### src/rtl/program_counter.sv
// Fetch-address register for the CPU front end: advances by 4 or loads a redirect target.
// Optional redirect trace outputs are compiled in when the macro PC_TRACE_EN is defined.
module program_counter #(
  parameter logic [31:0] RESET_VECTOR = 32'h0000_0000,
  parameter int unsigned STEP         = 4
) (
  input  logic        clk,
  input  logic        rst_n,
  input  logic        en,
  input  logic        load,
  input  logic [31:0] target,
  output logic [31:0] pc,
  output logic [31:0] pc_plus_4,
  output logic        misaligned
`ifdef PC_TRACE_EN
  ,
  output logic        trace_valid,
  output logic [31:0] trace_src,
  output logic [31:0] trace_dst,
  output logic [31:0] redirect_count
`endif
);

  logic        accept_load;
  logic [31:0] aligned_target;
  logic [31:0] pc_next;
  logic        misaligned_next;

  assign accept_load    = en & load;
  assign aligned_target = {target[31:2], 2'b00};

  // Natural 32-bit overflow provides the 0xFFFF_FFFC -> 0x0 wrap.
  assign pc_plus_4 = pc + 32'(STEP);

  always_comb begin
    pc_next         = pc;
    misaligned_next = 1'b0;
    if (en) begin
      if (load) begin
        pc_next         = aligned_target;
        misaligned_next = (target[1:0] != 2'b00);
      end else begin
        pc_next = pc_plus_4;
      end
    end
  end

  always_ff @(posedge clk or negedge rst_n) begin
    if (!rst_n) begin
      pc         <= RESET_VECTOR;
      misaligned <= 1'b0;
    end else begin
      pc         <= pc_next;
      misaligned <= misaligned_next;
    end
  end

`ifdef PC_TRACE_EN
  logic [31:0] count_next;

  // Saturate rather than wrap so a huge redirect count never reads as small.
  assign count_next = (redirect_count == 32'hFFFF_FFFF) ? redirect_count
                                                        : redirect_count + 32'd1;

  always_ff @(posedge clk or negedge rst_n) begin
    if (!rst_n) begin
      trace_valid    <= 1'b0;
      trace_src      <= 32'h0000_0000;
      trace_dst      <= 32'h0000_0000;
      redirect_count <= 32'h0000_0000;
    end else begin
      trace_valid <= accept_load;
      if (accept_load) begin
        trace_src      <= pc;
        trace_dst      <= aligned_target;
        redirect_count <= count_next;
      end
    end
  end
`endif

endmodule

### config.mk
export PLATFORM = sky130hd
export DESIGN_NAME = program_counter
export DESIGN_NICKNAME = d
export VERILOG_FILES = /design/src/rtl/program_counter.sv
export SDC_FILE = /design/constraint.sdc
export NUM_CORES = 1
export LEC_CHECK = 0
export CAP_MARGIN = 20
export CORE_UTILIZATION = 47
export CTS_CLUSTER_SIZE = 8
export DETAILED_ROUTE_END_ITERATION = 8
export GPL_ROUTABILITY_DRIVEN = 0
export GPL_TIMING_DRIVEN = 0
export PLACE_DENSITY = 0.87
export SKIP_LAST_GASP = 1
export SYNTH_ARGS = -nofsm -noshare
export SYNTH_HDL_FRONTEND = slang
export SYNTH_SLANG_ARGS = --single-unit
### constraint.sdc
create_clock -name clk -period 4.4 [get_ports clk]
set_input_delay 1.1 -clock clk [delete_from_list [all_inputs] [get_ports clk]]
set_output_delay 1.1 -clock clk [all_outputs]
set_load 0.02 [all_outputs]
==> results of run 1 <==
cell families (layout without fill, tap and decap cells):
kind of cell             Yosys count  in the layout  share of synthesized area, %
AND/OR/NAND/NOR                  127            127                          28.3
AO/OA/AOI/OAI                     75             75                          22.0
buffers and inverters             40            143                          6.99
flip-flops                        31             31                          31.0
XOR/XNOR                          28             28                          9.79
multiplexers                       3              3                          1.25
adder cells (fa/ha/maj)            1              1                         0.499
other                              1              4                         0.150
stage by stage:
stage	setup slack, ns	total power, mW	utilization, %	hold WS [ns]
global placement	0.945	0.948	69.6	0.586
floorplan	1.40	0.695	-	0.671
detailed placement	0.911	0.960	69.5	0.609
finish	0.566	1.22	71.5	0.624
CTS	0.569	1.22	71.5	0.629
global route	0.391	1.28	71.5	0.670
layer usage:
layer	vias up	part of all wire [%]	global-route usage, %
met1	1382	40	39.0
met4	0	1.3	10.1
li1	1330	-	-
met3	14	9.7	5.49
met2	172	49	50.9
met5	-	0	0
final cells by class:
class                      count  area [sq um]  area share [%]
multi-input combinational    238          1570            42.9
timing repair buffer          95           946            25.9
sequential                    31           776            21.3
buffer                        28           130            3.57
clock buffer                   8           100            2.74
tap                           70          87.6            2.40
inverter                      12          45.0            1.23
placed cells by master (no fill, tap or decap), types with 2 or more instances in the layout:
cell type,Yosys,layout
sky130_fd_sc_hd__or4_1,2,2
sky130_fd_sc_hd__nand4_1,16,16
sky130_fd_sc_hd__buf_4,4,4
sky130_fd_sc_hd__and4_1,5,5
sky130_fd_sc_hd__o211ai_1,8,8
sky130_fd_sc_hd__or3_1,2,2
sky130_fd_sc_hd__a311o_1,3,3
sky130_fd_sc_hd__clkbuf_1,15,16
sky130_fd_sc_hd__o21a_1,2,2
sky130_fd_sc_hd__nor4_1,5,5
sky130_fd_sc_hd__conb_1,1,4
sky130_fd_sc_hd__nand2_1,16,16
sky130_fd_sc_hd__clkdlybuf4s50_1,0,94
sky130_fd_sc_hd__a22oi_1,2,2
sky130_fd_sc_hd__o21ai_0,13,13
sky130_fd_sc_hd__nand2b_1,3,3
sky130_fd_sc_hd__and2_1,2,2
sky130_fd_sc_hd__a22o_1,10,10
sky130_fd_sc_hd__o311ai_2,2,2
sky130_fd_sc_hd__or2_2,5,5
sky130_fd_sc_hd__nor2_1,24,24
sky130_fd_sc_hd__xor2_1,7,7
sky130_fd_sc_hd__and3_1,6,6
sky130_fd_sc_hd__mux2i_1,2,2
sky130_fd_sc_hd__nor3_1,6,6
sky130_fd_sc_hd__a21oi_1,15,15
sky130_fd_sc_hd__nor2b_1,9,9
sky130_fd_sc_hd__buf_2,4,5
sky130_fd_sc_hd__o311ai_0,3,3
sky130_fd_sc_hd__o31ai_1,4,4
sky130_fd_sc_hd__nand3_1,22,22
sky130_fd_sc_hd__clkbuf_8,0,7
sky130_fd_sc_hd__clkbuf_2,4,4
sky130_fd_sc_hd__inv_1,12,12
sky130_fd_sc_hd__xnor2_1,21,21
sky130_fd_sc_hd__dfrtp_1,31,31
sky130_fd_sc_hd__a2bb2oi_1,6,6
how the worst max path moves through the flow:
stage / startpoint / end / slack [ns]
finish: pc[2]$_DFFE_PN0P_ / pc_plus_4[30] / 0.57
CTS: pc[2]$_DFFE_PN0P_ / pc_plus_4[30] / 0.57
global route: pc[9]$_DFFE_PN0P_ / pc_plus_4[27] / 0.39
floorplan: pc[10]$_DFFE_PN0P_ / pc_plus_4[14] / 1.40
detailed placement: pc[2]$_DFFE_PN0P_ / pc_plus_4[30] / 0.91
global placement: pc[2]$_DFFE_PN0P_ / pc_plus_4[30] / 0.95
sequential cells by signal, summed over array words and instances (netlist names):
name / count
pc: 30
misaligned: 1
power groups by stage:
stage	clock network, mW	registers, mW	logic (mW)
finish	0.256	0.394	0.568
detailed placement	0	0.396	0.564
global placement	0	0.393	0.555
floorplan	0	0.434	0.261
CTS	0.258	0.391	0.567
global route	0.270	0.401	0.605
worst max-delay path, stage by stage (launching register included):
cell                              delay, ns
sky130_fd_sc_hd__dfrtp_1               0.45
sky130_fd_sc_hd__ha_1                  0.30
sky130_fd_sc_hd__nand2_1               0.26
sky130_fd_sc_hd__or3_1                 0.43
sky130_fd_sc_hd__nor3_1                0.22
sky130_fd_sc_hd__xor2_1                0.17
sky130_fd_sc_hd__clkdlybuf4s50_1       0.62
==> impl_metrics.xml, run 1 <==
<?xml version="1.0" encoding="UTF-8"?>
<metrics>
  <group name="routing">
    <metric name="drt_pass_1_iters" unit="">5</metric>
    <metric name="antenna_violating_nets_post_route" unit="">0</metric>
    <metric name="first_iter_violations" unit="">335</metric>
    <metric name="route.detailed.vias_per_inst" unit="">6.01</metric>
    <metric name="wl_per_cell" unit="um">16.9</metric>
    <metric name="detail_route.drc_violations" unit="">0</metric>
    <metric name="route.vias.total" unit="">2898</metric>
    <metric name="drt_wirelength" unit="um">8130</metric>
  </group>
  <group name="timing">
    <metric name="worst-slew-pin-transition" unit="ns">0.756</metric>
    <metric name="timing.final.crit_period" unit="ns">3.83</metric>
    <metric name="final_min_period_over_clock_period" unit="%">87.1</metric>
    <metric name="max_slew_violation_count" unit="">0</metric>
    <metric name="clock_skew" unit="ns">0.00591</metric>
    <metric name="final_report_setup_violation_count" unit="">0</metric>
    <metric name="max_slew_margin" unit="%">49.6</metric>
    <metric name="rsz0062_at_grt" unit="">false</metric>
    <metric name="final.setup.tns" unit="ns">0</metric>
    <metric name="maxClockFrequency" unit="MHz">261</metric>
    <metric name="hold_viol" unit="">0</metric>
  </group>
  <group name="floorplanning">
    <metric name="coreArea" unit="sq um">5110</metric>
    <metric name="rows" unit="">26</metric>
    <metric name="chipHeight" unit="um">75.0</metric>
    <metric name="initial_core_util" unit="%">49.0</metric>
    <metric name="chipWidth" unit="um">75.0</metric>
    <metric name="top_level_ports" unit="">101</metric>
    <metric name="die_area" unit="sq um">5630</metric>
  </group>
  <group name="pwr">
    <metric name="swShare" unit="%">39.0</metric>
    <metric name="p_comb_share" unit="%">46.6</metric>
    <metric name="max-vdd-ir-drop" unit="mV">0.224</metric>
    <metric name="power.clock.fraction" unit="%">21.0</metric>
    <metric name="static-leakage-power" unit="nW">1.41</metric>
    <metric name="switch_pwr" unit="mW">0.475</metric>
    <metric name="power.share.sequential" unit="%">32.4</metric>
    <metric name="power_per_cell_area" unit="nW/um^2">334</metric>
    <metric name="power_report.internal_total" unit="mW">0.743</metric>
  </group>
  <group name="clock_network">
    <metric name="postCtsSetupRepairBufs" unit="">0</metric>
    <metric name="cts_buffer_depth" unit="">2</metric>
    <metric name="cts_buffers" unit="">5</metric>
    <metric name="clk_root_buffer_cell" unit="">sky130_fd_sc_hd__clkbuf_8</metric>
    <metric name="post_cts_resized" unit="">0</metric>
    <metric name="worst_setup_hold_path_clk_slew" unit="ns">0.07</metric>
    <metric name="clock_sinks" unit="">31</metric>
    <metric name="cts_hold_repair.buffers" unit="">0</metric>
    <metric name="clkLatencyLatePin" unit="ns">0.29</metric>
    <metric name="cts_tree" unit="">yes</metric>
    <metric name="cts-htree-levels" unit="">2</metric>
  </group>
  <group name="critical_path">
    <metric name="crit-reg2reg-launch" unit="">pc[2]$_DFFE_PN0P_</metric>
    <metric name="critPathCaptureType" unit="">output port</metric>
    <metric name="cp-start-kind" unit="">flop</metric>
    <metric name="crit_fanout" unit="">7</metric>
    <metric name="worstPathRequired" unit="ns">3.30</metric>
    <metric name="r2r.worst_path.cells" unit="">5</metric>
    <metric name="critical_path_arrival" unit="ns">2.73</metric>
    <metric name="r2r_slack" unit="ns">2.28</metric>
    <metric name="r2r_end" unit="">pc[30]$_DFFE_PN0P_</metric>
    <metric name="critical_path_class" unit="">reg2out</metric>
  </group>
  <group name="min_path">
    <metric name="whs_path_depth" unit="">2</metric>
    <metric name="hold-path-endpoint" unit="">pc[3]$_DFFE_PN0P_</metric>
    <metric name="hold_path_startpoint" unit="">pc[3]$_DFFE_PN0P_</metric>
    <metric name="min-delay-path-class" unit="">reg2reg</metric>
  </group>
  <group name="yosys">
    <metric name="synth_async_sr_flop_share" unit="%">100</metric>
    <metric name="mappedNetlistArea" unit="sq um">2500</metric>
    <metric name="synth.largest_area_cell" unit="">sky130_fd_sc_hd__dfrtp_1</metric>
    <metric name="synthTopCellsByCount" unit="">sky130_fd_sc_hd__dfrtp_1, sky130_fd_sc_hd__nor2_1, sky130_fd_sc_hd__nand3_1, sky130_fd_sc_hd__xnor2_1</metric>
    <metric name="post_synth_num_cell_types" unit="">49</metric>
    <metric name="ys.warnings.count" unit="">0</metric>
    <metric name="sequential_fraction_of_the_synthesis_area" unit="%">31.0</metric>
    <metric name="number_of_enable_type_register_cells_in_the_synthesized_netlist" unit="">0</metric>
    <metric name="postSynthAreaPerCell" unit="sq um">8.19</metric>
    <metric name="ys_top_cells_by_area" unit="">sky130_fd_sc_hd__dfrtp_1, sky130_fd_sc_hd__xnor2_1, sky130_fd_sc_hd__nand3_1</metric>
    <metric name="synth_top_cell_area_share" unit="%">31.0</metric>
    <metric name="synth_seq_cells" unit="">31</metric>
    <metric name="synthFlopType" unit="">sky130_fd_sc_hd__dfrtp_1</metric>
    <metric name="synthMostInstantiatedCell" unit="">sky130_fd_sc_hd__dfrtp_1</metric>
    <metric name="postSynthCellCount" unit="">306</metric>
  </group>
  <group name="grt">
    <metric name="grt_antenna_before_repair" unit="">0</metric>
    <metric name="grt.overflow.total" unit="">0</metric>
    <metric name="grt_pass1_vias" unit="">2693</metric>
    <metric name="grt_max_degree" unit="">32</metric>
    <metric name="grt_util_all_layers" unit="%">30.1</metric>
    <metric name="wire_length_of_the_first_global_routing_pass" unit="um">12700</metric>
  </group>
  <group name="layout">
    <metric name="fraction_of_layout_instances_using_a_drive_strength_above_1" unit="%">7.28</metric>
    <metric name="antenna-diode-count" unit="">0</metric>
    <metric name="syn2layout_area_growth" unit="%">45.7</metric>
    <metric name="stdcell_count" unit="">482</metric>
    <metric name="final_design_area_no_fill" unit="sq um">3650</metric>
    <metric name="num-nets-final" unit="">448</metric>
    <metric name="nFillCells" unit="">437</metric>
  </group>
  <group name="placement">
    <metric name="place.detailed.hpwl" unit="um">5900</metric>
    <metric name="io_buffers" unit="">95</metric>
    <metric name="postPlaceCellArea" unit="sq um">3550</metric>
    <metric name="place_inst" unit="">474</metric>
  </group>
  <group name="run">
    <metric name="maxCapViolations" unit="">0</metric>
  </group>
  <group name="outcome">
    <metric name="run_status" unit="">finished, final reports clean</metric>
  </group>
</metrics>
Note: power is estimated with default switching activity, not from simulation.
==> run 2: changes to the inputs <==
Clock period 4.4 ns to 4.95 ns, I/O delays scaled along.
==> results of run 2 <==
The final DEF is identical to that of run 1. Status: finished, final reports clean.
Among the figures that moved: setup slack after placement 0.911 ns -> 1.32 ns; setup slack after layout 0.566 ns -> 0.978 ns; register-to-register setup slack 2.28 ns -> 2.83 ns; total power 1.22 mW -> 1.08 mW; worst IR drop on VDD 0.224 mV -> 0.199 mV
